## src/rtl/grayscale_pipe.sv

```systemverilog
// grayscale_pipe
//   RGB-to-grayscale stage between the input pixel FIFO and the sobel line
//   buffer. It is a 3-stage, one-pixel-per-cycle pipeline. The conversion mode
//   is chosen per pixel and travels down the pipe with that pixel. When the
//   output FIFO is full and S3 holds a pixel, every stage stalls together, so
//   no pixel is lost or repeated.
//
//   Stages:
//     S1 - capture {R,G,B,mode} from the FWFT input FIFO
//     S2 - weighted sum (modes 1/2), plain sum (mode 0) or max (mode 3)
//     S3 - final shift or divide-by-3, registered onto fifo_out_din
//
// Ports
//   clock, reset     rising-edge clock, synchronous active-high reset
//   mode             0 avg, 1 BT.601, 2 BT.709, 3 max-of-RGB (sampled with pixel)
//   fifo_in_rd_en    pop input FIFO (combinational)
//   fifo_in_dout     {R,G,B}, R in the MSBs
//   fifo_in_empty    input FIFO empty
//   fifo_out_wr_en   push output FIFO (combinational)
//   fifo_out_din     registered gray, replicated to {g,g,g} when REPLICATE=1
//   fifo_out_full    output FIFO full
//   busy             any stage holds a pixel
//   pixel_count      pixels written since reset (wraps)
module grayscale_pipe #(
  parameter int COMP_WIDTH = 8,
  parameter int REPLICATE  = 0,
  parameter int CNT_WIDTH  = 32,
  localparam int DOUT_W    = COMP_WIDTH * ((REPLICATE != 0) ? 3 : 1)
) (
  input  logic                    clock,
  input  logic                    reset,
  input  logic [1:0]              mode,
  output logic                    fifo_in_rd_en,
  input  logic [3*COMP_WIDTH-1:0] fifo_in_dout,
  input  logic                    fifo_in_empty,
  output logic                    fifo_out_wr_en,
  output logic [DOUT_W-1:0]       fifo_out_din,
  input  logic                    fifo_out_full,
  output logic                    busy,
  output logic [CNT_WIDTH-1:0]    pixel_count
);

  localparam int W      = COMP_WIDTH;
  localparam int AW     = W + 9;   // 255*256+128 fits; so does 3*(2^W-1)
  localparam int STAGES = 3;

  typedef struct packed {
    logic [W-1:0] r;
    logic [W-1:0] g;
    logic [W-1:0] b;
    logic [1:0]   mode;
  } s1_t;

  logic [STAGES:1] vld_pipe;
  logic            vld_in;
  logic            advance;

  s1_t             s1;
  logic [AW-1:0]   s2_acc, s2_acc_d;
  logic [1:0]      s2_mode;
  logic [W-1:0]    gray, gray_d;

  // A stall is needed only when S3 has a pixel the output FIFO can't take.
  // Bubbles in S3 never block, so an empty slot is squeezed out even when full.
  assign advance        = !(vld_pipe[STAGES] && fifo_out_full);
  assign vld_in         = !reset && !fifo_in_empty && advance;
  assign fifo_in_rd_en  = vld_in;
  assign fifo_out_wr_en = !reset && vld_pipe[STAGES] && !fifo_out_full;
  assign busy           = |vld_pipe;

  // S2 datapath: all operands zero-extended to AW so no product overflows.
  logic [AW-1:0] r_e, g_e, b_e;
  logic [W-1:0]  mx;

  assign r_e = AW'(s1.r);
  assign g_e = AW'(s1.g);
  assign b_e = AW'(s1.b);

  always_comb begin
    mx = s1.r;
    if (s1.g > mx) mx = s1.g;
    if (s1.b > mx) mx = s1.b;
  end

  always_comb begin
    s2_acc_d = '0;
    case (s1.mode)
      2'd0:    s2_acc_d = r_e + g_e + b_e;
      2'd1:    s2_acc_d = AW'(77) * r_e + AW'(150) * g_e + AW'(29) * b_e + AW'(128);
      2'd2:    s2_acc_d = AW'(54) * r_e + AW'(183) * g_e + AW'(19) * b_e + AW'(128);
      default: s2_acc_d = AW'(mx);
    endcase
  end

  // S3 datapath. Divide by a constant 3 is exact; the quotient of a sum
  // below 3*2^W always fits in W bits. Weights sum to 256, so >>8 cannot overflow.
  always_comb begin
    gray_d = '0;
    case (s2_mode)
      2'd0:    gray_d = W'(s2_acc / AW'(3));
      2'd1,
      2'd2:    gray_d = s2_acc[W+7:8];
      default: gray_d = s2_acc[W-1:0];
    endcase
  end

  always_ff @(posedge clock) begin
    if (reset) begin
      vld_pipe    <= '0;
      s1          <= '0;
      s2_acc      <= '0;
      s2_mode     <= '0;
      gray        <= '0;
      pixel_count <= '0;
    end else begin
      if (advance) begin
        vld_pipe <= {vld_pipe[STAGES-1:1], vld_in};
        // Data regs load only behind a valid pixel so the output stays quiet on bubbles.
        if (vld_in) begin
          s1.r    <= fifo_in_dout[3*W-1:2*W];
          s1.g    <= fifo_in_dout[2*W-1:W];
          s1.b    <= fifo_in_dout[W-1:0];
          s1.mode <= mode;
        end
        if (vld_pipe[1]) begin
          s2_acc  <= s2_acc_d;
          s2_mode <= s1.mode;
        end
        if (vld_pipe[2]) gray <= gray_d;
      end
      if (fifo_out_wr_en) pixel_count <= pixel_count + CNT_WIDTH'(1);
    end
  end

  generate
    if (REPLICATE != 0) begin : g_rep
      assign fifo_out_din = {3{gray}};
    end else begin : g_mono
      assign fifo_out_din = gray;
    end
  endgenerate

endmodule

```

## config.mk

```make
export PLATFORM = sky130hd
export DESIGN_NAME = grayscale_pipe
export DESIGN_NICKNAME = d
export VERILOG_FILES = /design/src/rtl/grayscale_pipe.sv
export SDC_FILE = /design/constraint.sdc
export NUM_CORES = 1
export LEC_CHECK = 0
export BUFFER_PORTS_ARGS = -buffer_cell sky130_fd_sc_hd__clkbuf_2
export CAP_MARGIN = 10
export CORE_ASPECT_RATIO = 0.6
export CORE_UTILIZATION = 57
export CTS_CLUSTER_DIAMETER = 50
export DETAILED_ROUTE_END_ITERATION = 10
export MAX_ROUTING_LAYER = met4
export PLACE_DENSITY = 0.76
export RECOVER_POWER = 100
export SYNTH_ARGS = -nofsm -noshare
export SYNTH_HDL_FRONTEND = slang
export SYNTH_SLANG_ARGS = --single-unit
```

## constraint.sdc

```tcl
create_clock -name clock -period 9.1 [get_ports clock]
set_input_delay 0.455 -clock clock [delete_from_list [all_inputs] [get_ports clock]]
set_output_delay 0.455 -clock clock [all_outputs]
set_load 0.01 [all_outputs]
```

=== Word-level counts from Yosys, hierarchy flattened ===
Cells that the tools add are included.

* Bits in registers: 88
* Word-level logic and storage cells: 52

* $add $sub $neg: 9
* $mul: 6
* Div/mod/pow operators: 1
* Magnitude comparators: 2
* Equal/unequal tests: 4
* Muxes and demuxes: 4
* Bitwise logic cells: 1
* Reductions and logical operators: 16

{| class="wikitable"
|+ Operators with widths
! operator !! number
|-
| 17-bit case mux with 3 select lines || 1
|-
| 5-bit by 8-bit multiplier with 13-bit output (first input constant) || 3
|-
| 17-bit by 13-bit adder with 17-bit output || 2
|-
| 17-bit by 8-bit adder with 17-bit output (second input constant) || 2
|-
| 32-bit by 1-bit adder with 32-bit output (second input constant) || 1
|-
| 7-bit by 8-bit multiplier with 15-bit output (first input constant) || 2
|-
| 14-bit by 16-bit adder with 17-bit output || 1
|-
| 15-bit by 16-bit adder with 17-bit output || 1
|-
| 17-bit by 2-bit divider with 17-bit output (second input constant) || 1
|-
| 8-bit > comparator || 2
|-
| 8-bit by 8-bit multiplier with 16-bit output (first input constant) || 1
|-
| 8-bit two-way mux || 2
|-
| 8-bit case mux with 2 select lines || 1
|-
| 9-bit by 8-bit adder with 10-bit output || 1
|-
| 8-bit by 8-bit adder with 9-bit output || 1
|-
| 2-bit AND reduction || 3
|-
| 1-bit logical AND || 5
|-
| 2-bit by 1-bit equality test with 1-bit output (second input constant) || 2
|-
| 2-bit equality test (second input constant) || 2
|-
| 1-bit logical NOT || 4
|-
| 2-bit logical NOT || 2
|-
| 3-bit OR reduction || 1
|-
| 2-bit OR reduction || 1
|-
| 1-bit NOT || 1
|}

=== Logic depth before layout (Yosys ltp) ===
* Depth in word-level cells: 5
* Mapped depth: 42

=== Worst setup path after synthesis ===
Ideal clock, no wire load.

* Kind: reg-to-reg
* Start: reg s2_acc[15]
* End: reg gray[0] (netlist: fifo_out_din[0])
* Setup time: 0.135 ns
* Arrival: 8.975 ns
* Slack: -0.011 ns
* Stages on the path, launching flop included: 33
* Buffers on the path: 3
* Path through: dfxtp_1 buf_4 clkbuf_1 ha_1 buf_6 mux2_2 o2111a_1 or4_4 o21ai_2 o211ai_1 a31oi_2 mux2i_1 nor2_1 o21a_1 nor3_1 mux2_2 o41ai_4 o31ai_2 or4b_4 or4_4 a21boi_4 nand4_1 xnor2_1 nor4_4 nand3_2 a311o_1 or3_1 a311o_1 nor3_2 nand4_2 a211o_1 a22oi_1 a41oi_1

* Longest elaborated chain between the ends: 2

{| class="wikitable"
|+ RTL lines
! element !! RTL line !! source
|-
| start: declaration || 59 || <nowiki>logic [AW-1:0] s2_acc, s2_acc_d;</nowiki>
|-
| start signal: assignment || 111 || <nowiki>s2_acc <= '0;</nowiki>
|-
| start signal: assignment || 126 || <nowiki>s2_acc <= s2_acc_d;</nowiki>
|-
| 17-bit by 2-bit divider with 17-bit output || 100 || <nowiki>2'd0: gray_d = W'(s2_acc / AW'(3));</nowiki>
|-
| 8-bit case mux with 2 select lines || 99 || <nowiki>case (s2_mode)</nowiki>
|-
| end signal: assignment || 129 || <nowiki>if (vld_pipe[2]) gray <= gray_d;</nowiki>
|-
| end: declaration || 61 || <nowiki>logic [W-1:0] gray, gray_d;</nowiki>
|}

No other way between the ends.
A chain may end at the register's enable or synchronous reset.

=== Final worst setup path ===
Same ends and word-level chain as after synthesis.

==> flow_summary.yaml <==
outcome:
  outcome: "complete, but fails checks"
  violations: "max-capacitance violations, max-slew violations"
hold_path:
  hold_path_class: "in2reg"
grt:
  grt_first_pass_wirelength_mm: 75.0
  grt_pass1_vias: 13600
  grt.overflow.total: 0
  grt_usage_pct: 35.7
  antenna_found_initial: 0
  grt_max_degree: 89
routing:
  drt_first_pass_iters: 6
  drt-total-wl_mm: 48.8
  wl_per_cell_um: 20.3
  route.detailed.drc: 0
  drtIter0Drc: 1679
  viasPerCell: 6.09
  detail-route-antenna-nets: 0
  vias: 14600
cts:
  cts.sinks: 88
  numCtsBuffers: 9
  htree_levels: 3
  clk_pin_slew_ns: 0.09
  ctsHoldBuffers: 0
  insertion_delay_ns: 0.37
  cts_tree: "done"
  root_buffer: "clkbuf_16"
  clock_path_buffers: 2
floorplan:
  initial_core_util_pct: 58.2
  io_pins: 73
  die_x_um: 214
  core_area_sq_mm: 0.0265
  dieHeight_um: 129
  die_area_sq_mm: 0.0277
  fp-row-count: 46
timing:
  maxSlewViolCount: 48
  period_minus_slack_ns: 9.00
  slew_headroom_pct: -50.8
  worst_slack_ns: 0.102
  fin_crit_sh_pct: 98.9
  max_freq_ghz: 0.111
  tightest_slew_ns: 2.26
  whs_ns: 0.278
  hold_viol: 0
  setup_viol: 0
  clock_skew_ns: 0.0129
  tns_ns: 0
setup_path:
  cpPeakStageDelay_ns: 0.63
  worstSetupPathType: "reg2reg"
  crit_buf_inv: 5
  crit_path_start_kind: "flip-flop"
  end_kind: "flip-flop"
  crit_top_cell: "buf_4"
  crit_slowest_cell: "or4b_4"
  crit_required_ns: 9.35
  arrival_ns: 9.25
  cp_top_family: "simple AND/OR/NAND/NOR gates"
  crit_fanout: 8
logic_synthesis:
  synth_edf_count: 0
  synth-main-ff-cell: "dfxtp_1"
  syn_inst: 1871
  ys_ff_latch: 88
  yosysUniqueCellTypes: 111
  synth_area_sq_mm: 0.0154
  yosysSeqAreaShare_pct: 11.4
  avgSynthCellArea_sq_um: 8.23
  syn_nets: 2251
  async_flop_share_pct: 0
  ys_warn_count: 0
job:
  cap_viol_max_count: 1
placement:
  place.gp.congestion: 0.974
  place_ws_ns: -0.160
  hpwl_mm: 37.8
  port_buffers: 72
layout:
  final_cell_mix: "inv_1 (267), ha_1 (218), buf_4 (141)"
  diodes: 0
  final_common_cell: "inv_1"
  drive_gt1_share_pct: 17.0
  fillCellCount: 2180
  layout.nets: 2416
  syn_to_final_growth_pct: 17.2
cells by family after synthesis:
group,count (synthesis),synth area share [%]
simple gates,518,17.0
compound gates,461,21.0
fa+ha+maj,350,34.8
buf+inv,335,8.43
xor+xnor,93,5.39
flops,88,11.4
mux,26,1.94
Yosys cell counts (16+ instances only):
| master | instances | area (sq um) |
|---|---|---|
| a21o_1 | 26 | 195 |
| o21a_1 | 18 | 135 |
| o21ai_0 | 79 | 395 |
| and2_1 | 17 | 106 |
| o31ai_1 | 28 | 210 |
| o21bai_1 | 19 | 143 |
| nand3_1 | 38 | 190 |
| dfxtp_1 | 88 | 1760 |
| nor3_1 | 39 | 195 |
| xnor2_1 | 53 | 464 |
| ha_1 | 220 | 2750 |
| xor2_1 | 38 | 333 |
| nor2_1 | 144 | 541 |
| nand2_1 | 127 | 477 |
| nand4_1 | 20 | 125 |
| fa_1 | 130 | 2600 |
| nand2b_1 | 27 | 169 |
| or3_1 | 16 | 100 |
| clkbuf_1 | 50 | 188 |
| inv_1 | 268 | 1010 |
| a21oi_1 | 117 | 586 |
path summary, 6_finish.rpt:
path / depth (start not counted) / slack [ns] / start / endpoint
worst max register to register: 38 / 0.10 / s2_acc[15]$_SDFFE_PP0P_ / fifo_out_din[0]$_SDFFE_PP0P_
worst max-delay path: 38 / 0.10 / s2_acc[15]$_SDFFE_PP0P_ / fifo_out_din[0]$_SDFFE_PP0P_
worst min register to register: 2 / 0.46 / fifo_out_din[5]$_SDFFE_PP0P_ / fifo_out_din[5]$_SDFFE_PP0P_
worst min-delay path: 3 / 0.28 / fifo_in_dout[23] / r_e[7]$_SDFFE_PP0P_
state kept, by name, summed over array words and instances, names as in the netlist:
| name | flops |
|---|---|
| s2_acc | 17 |
| b_e | 8 |
| r_e | 8 |
| s2_mode | 2 |
| pixel_count | 32 |
| s1 | 2 |
| vld_pipe | 3 |
| g_e | 8 |
| fifo_out_din | 8 |
stage by stage:
| stage | cells | utilization [%] | instance area [sq um] |
|---|---|---|---|
| finish | 2401 | 68.2 | 18000 |
| global route | 2401 | 68.2 | 18000 |
| CTS | 2367 | 65.1 | 17200 |
| detailed placement | 2348 | 63.4 | 16800 |
| global placement | 2348 | 63.4 | 16800 |
| floorplan | 1871 | - | 15400 |
cell type report:
type	count	area [sq um]	area share, %
multi-input combinational	1448	13100	72.5
sequential	88	1770	9.79
timing repair buffer	219	1430	7.94
inverter	270	1010	5.62
tap	360	450	2.50
clock buffer	9	225	1.25
clock inverter	7	70.1	0.388
repair_timing:
item,in CTS,in global routing
pin swaps,4,62
setup buffers,3,35
setup endpoints to repair,2,4
cloned,0,0
resized for setup,24,120
worst reg2reg max path: cells and delay by family, from the launching register on:
kind | cells | cell delay, ns
fa+ha+maj | 2 | 0.34
xor+xnor | 2 | 0.29
compound gates | 14 | 2.80
flops | 1 | 0.35
buf+inv | 5 | 0.69
simple gates | 15 | 4.45
per-layer routing:
layer / wire length, um / global-route usage [%] / share of wire, % / vias up
li1: - / - / - / 6857
met1: 23100 / 53.6 / 47 / 6902
met2: 19100 / 47.5 / 39 / 782
met3: 5930 / 9.86 / 12 / 72
met4: 585 / 5.34 / 1.2 / 0
met5: 0 / - / 0 / -
Power is not shown: default switching activity piles up to over one toggle a cycle in this logic, so the estimate is an artifact.
